<file path="src/rtl/inst_fetch_unit.sv">
// Fetch stage: takes a PC, runs one req/ack transaction to instruction
// memory and presents inst/pc/pc+4 to decode over valid/ready.
module inst_fetch_unit #(
  parameter int unsigned TIMEOUT_CYC = 16,
  parameter logic [31:0] NOP_WORD    = 32'h0000_0000
) (
  input  logic        clk,
  input  logic        rst,
  input  logic [31:0] pc_in,
  input  logic        pc_valid,
  output logic        pc_ready,
  input  logic        flush,
  output logic        imem_req,
  output logic [31:0] imem_addr,
  input  logic        imem_ack,
  input  logic [31:0] imem_rdata,
  output logic        inst_valid,
  input  logic        inst_ready,
  output logic [31:0] inst,
  output logic [31:0] inst_pc,
  output logic [31:0] inst_pc4,
  output logic [1:0]  fault
);

  typedef enum logic [1:0] {
    IDLE,
    BUSY,
    DRAIN
  } state_t;

  state_t      state;
  logic [31:0] pc_q;
  logic [31:0] cnt;
  logic        tmo;

  assign pc_ready = (state == IDLE) && !flush
                 && (!inst_valid || inst_ready);

  assign tmo = (TIMEOUT_CYC != 0) && !imem_ack
            && (cnt == TIMEOUT_CYC - 1);

  always_ff @(posedge clk or posedge rst) begin
    if (rst) begin
      state      <= IDLE;
      pc_q       <= '0;
      cnt        <= '0;
      imem_req   <= 1'b0;
      imem_addr  <= '0;
      inst_valid <= 1'b0;
      inst       <= '0;
      inst_pc    <= '0;
      inst_pc4   <= '0;
      fault      <= 2'b00;
    end else begin
      // Loads below override this clear when a new result lands.
      if (flush || inst_ready)
        inst_valid <= 1'b0;
      unique case (state)
        IDLE: begin
          if (pc_valid && pc_ready) begin
            if (pc_in[1:0] == 2'b00) begin
              imem_req  <= 1'b1;
              imem_addr <= pc_in;
              pc_q      <= pc_in;
              cnt       <= '0;
              state     <= BUSY;
            end else begin
              inst_valid <= 1'b1;
              inst       <= NOP_WORD;
              inst_pc    <= pc_in;
              inst_pc4   <= pc_in + 32'd4;
              fault      <= 2'b01;
            end
          end
        end
        BUSY: begin
          if (imem_ack) begin
            imem_req <= 1'b0;
            state    <= IDLE;
            if (!flush) begin
              inst_valid <= 1'b1;
              inst       <= imem_rdata;
              inst_pc    <= pc_q;
              inst_pc4   <= pc_q + 32'd4;
              fault      <= 2'b00;
            end
          end else if (tmo) begin
            imem_req <= 1'b0;
            state    <= IDLE;
            if (!flush) begin
              inst_valid <= 1'b1;
              inst       <= NOP_WORD;
              inst_pc    <= pc_q;
              inst_pc4   <= pc_q + 32'd4;
              fault      <= 2'b10;
            end
          end else begin
            cnt <= cnt + 32'd1;
            if (flush)
              state <= DRAIN;
          end
        end
        DRAIN: begin
          if (imem_ack || tmo) begin
            imem_req <= 1'b0;
            state    <= IDLE;
          end else begin
            cnt <= cnt + 32'd1;
          end
        end
        default: state <= IDLE;
      endcase
    end
  end

endmodule

</file>
<file path="config.mk">
export PLATFORM = sky130hd
export DESIGN_NAME = inst_fetch_unit
export DESIGN_NICKNAME = d
export VERILOG_FILES = /design/src/rtl/inst_fetch_unit.sv
export SDC_FILE = /design/constraint.sdc
export NUM_CORES = 1
export LEC_CHECK = 0
export CAP_MARGIN = 20
export CELL_PAD_IN_SITES_DETAIL_PLACEMENT = 0
export CELL_PAD_IN_SITES_GLOBAL_PLACEMENT = 1
export CORE_ASPECT_RATIO = 1.25
export CORE_MARGIN = 4
export CORE_UTILIZATION = 30
export CTS_CLUSTER_DIAMETER = 200
export DETAILED_ROUTE_END_ITERATION = 8
export GPL_ROUTABILITY_DRIVEN = 0
export PLACE_DENSITY = 0.67
export SYNTH_ARGS = -nofsm -noshare
export SYNTH_HDL_FRONTEND = slang
export SYNTH_SLANG_ARGS = --single-unit
export TNS_END_PERCENT = 100
</file>
<file path="constraint.sdc">
create_clock -name clk -period 6.8 [get_ports clk]
set_input_delay 1.7 -clock clk [delete_from_list [all_inputs] [get_ports clk]]
set_output_delay 1.7 -clock clk [all_outputs]
set_load 0.01 [all_outputs]
</file>
==> flow_metrics.py <==
metrics = {
    "status": {
        "status": "completed",
    },
    "global_route": {
        "grt_use_met2_pct": 28.61,
        "overflow": 0,
        "met3_usage_pct": 4.227,
        "grtUsageTotal_pct": 16.48,
        "grt_pass1_wl_um": 41920,
        "grt_most_used_layer": "met2",
        "grt_use_met1_pct": 20.39,
        "grt_pass1_vias": 7212,
        "antenna_found_initial": 2,
        "grt_max_degree": 86,
    },
    "pwr": {
        "power.share.combinational_pct": 52.1,
        "power_frac_seq_pct": 31.4,
        "p_int_w": 0.003446,
        "cellPowerDensity_nw_per_um2": 498.5,
        "switching_power_w": 0.002311,
        "p_clk_share_pct": 16.5,
        "ir_drop_mv": 0.3002,
        "leakagePower_nw": 4.617,
        "swShare_pct": 40.14,
    },
    "worst_setup_path": {
        "path_cells": "clkdlybuf4s50_1, and2b_1, and2_1, clkdlybuf4s50_1",
        "crit_type": "in -> out",
        "crit_path_max_incr_delay_ns": 0.53,
        "cp_common_cell": "clkdlybuf4s50_1",
        "startpoint_type": "input pin",
        "cp_data_arrival_time_ns": 3.10,
        "worst-endpoint-required_ns": 5.10,
        "crit_slowest_cell": "clkdlybuf4s50_1",
        "critPathBufInv": 2,
        "path_max_fanout": 5,
        "critPathCaptureType": "primary output",
        "critPathTopFamily": "buffers and inverters",
    },
    "clock_network": {
        "cts.path.max_buffers": 2,
        "cts_tree": "built",
        "clock_latency_ns": 0.43,
        "cts_resized": 0,
        "clock_sinks": 164,
        "h-tree-depth": 4,
        "postCtsSetupBuffers": 0,
        "holdBufCountCts": 0,
        "clk_pin_slew_worst_paths_ns": 0.06,
        "cts-root-buf": "clkbuf_16",
        "cts_buffers": 17,
    },
    "synthesis": {
        "synth_top_area_share_pct": 47.37,
        "ys_seq_area_share_pct": 47.37,
        "synth-edff-count": 0,
        "ys_ff_latch": 164,
        "synth_fp_nets": 899,
        "synthTopCellsByArea": "dfrtp_1, mux2_2, o21ai_0, nand4_1, mux2i_1",
        "syn_area_um2": 8663,
        "synth_warnings": 0,
        "yosysUniqueCellTypes": 66,
        "syn_inst": 822,
        "syn_area_per_cell_um2": 10.54,
        "ys.flop_type": "dfrtp_1",
        "synthArstFlopShare_pct": 100.0,
        "synth_area_leader_cell": "dfrtp_1",
    },
    "route": {
        "first_pass_iters": 5,
        "finalWirelength_um": 26140,
        "post_drt_wl_per_cell_um": 19.17,
        "vias": 7100,
        "drc": 0,
        "via_per_inst": 5.205,
        "ant_nets": 0,
        "drt_iter0_markers": 388,
    },
    "timing": {
        "period_minus_slack_ns": 4.804,
        "fin_crit_sh_pct": 70.65,
        "relSlewSlack_pct": 45.58,
        "finalSetupViolations": 0,
        "max_freq_mhz": 208.2,
        "finalMaxSlewViolations": 0,
        "skew_ns": 0.01107,
        "rsz0062_at_grt": "false",
        "finalSetupTns_ns": 0,
        "final_hold_viol_count": 0,
        "tightestPinTransition_ns": 0.8163,
    },
    "finish": {
        "final_cell_mix": "clkdlybuf4s50_1, dfrtp_1, o21ai_0, mux2_2, nand4_1",
        "fin_area_um2": 11550,
        "finalNetCount": 1073,
        "area_growth_pct": 33.30,
        "layout_commonest_cell": "clkdlybuf4s50_1",
        "drive_above_1_share_pct": 13.29,
    },
    "die": {
        "die_area_um2": 31680,
        "rows": 69,
        "core_region_area_um2": 28490,
        "ios": 203,
        "die_w_um": 160.0,
        "die_y_um": 198.0,
        "start_util_pct": 30.41,
    },
    "job": {
        "drv_cap": 0,
    },
    "place": {
        "dp.final_hpwl_um": 18290,
        "placed_area_um2": 10980,
        "portBuffers": 202,
    },
    "min_path": {
        "hold_path.class": "reg -> reg",
    },
}
power by group through the flow:
stage | registers, W | clock network (W) | logic [W]
4_1_cts | 0.00181 | 0.000975 | 0.00305
3_3_place_gp | 0.00181 | 0 | 0.00299
6_report | 0.00181 | 0.000950 | 0.00300
5_1_grt | 0.00188 | 0.00101 | 0.00328
3_5_place_dp | 0.00182 | 0 | 0.00304
2_1_floorplan | 0.00191 | 0 | 0.00164
synthesized netlist by cell type, drive strengths merged, types with 18 or more instances:
master,number
dfrtp,164
o21ai,81
mux2,77
nand4,59
inv,46
nand2,43
a21oi,37
buf,33
nand3,30
clkbuf,26
mux2i,20
nand2b,18
flip-flops by register name (all words and copies together), names as in the netlist:
register	cells
state	2
inst_valid	1
imem_req	1
inst_pc4	32
inst	32
pc_q	32
fault	2
cnt	32
inst_pc	30
layer usage:
metal | share of wire (%) | wire length, µm | up-vias
met4 | 1.4 | 353 | 2
li1 | - | - | 3396
met2 | 50 | 13160 | 167
met1 | 43 | 11360 | 3515
met5 | 0.042 | 11 | -
met3 | 4.8 | 1254 | 20
per-stage QoR:
stage	hold slack, ns	cells	util [%]	setup slack [ns]	total power [W]
floorplan	0.4891	822	-	0.6667	0.003553
global placement	0.4624	1331	38.43	1.816	0.004796
detailed placement	0.4654	1332	38.53	1.993	0.004862
CTS	0.4798	1363	40.53	1.987	0.005834
global route	0.4946	1364	40.54	1.927	0.006169
finish	0.4796	1364	40.54	1.996	0.005757
layout make-up:
| type | count | area (µm²) |
|---|---|---|
| inverter | 46 | 177.7 |
| tap | 355 | 444.2 |
| clock buffer | 22 | 464.2 |
| sequential | 164 | 4104 |
| multi-input combinational | 553 | 4106 |
| clock inverter | 9 | 105.1 |
| fill | 2747 | 16940 |
| antenna | 1 | 2.502 |
| timing repair buffer | 214 | 2145 |
worst register-to-register path: stages (launching register included):
cell and delay, ns:
dfrtp_1 0.42, inv_1 0.15, ha_4 0.66, buf_4 0.58
mux2i_1 0.37, a221oi_4 0.61, and4_1 0.45, a31oi_1 0.13
o31ai_1 0.25
cell families (layout without fill, tap and decap cells):
group | Yosys count | after routing | synth area share [%]
buffers and inverters | 105 | 291 | 5.589
other | 0 | 1 | 0
XOR/XNOR | 20 | 20 | 2.022
AO/OA/AOI/OAI | 193 | 193 | 14.57
adder cells (fa/ha/maj) | 7 | 7 | 1.011
flip-flops | 164 | 164 | 47.37
multiplexers | 97 | 97 | 12.32
AND/OR/NAND/NOR | 236 | 236 | 17.11
path summary, 6_finish.rpt:
kind,from,end,slack (ns),depth (start not counted)
setup / recovery,flush,pc_ready,2.00,4
hold / removal,inst_pc4[2],inst_pc4[2],0.48,1
setup reg to reg,state[1],inst_pc4[31],3.08,8
hold reg to reg,inst_pc4[2],inst_pc4[2],0.48,1
max in group asynchronous,rst,inst_pc[18],3.93,3
min in group asynchronous,rst,inst_pc[25],1.81,2
No activity file was read; power rests on OpenSTA's default activity.
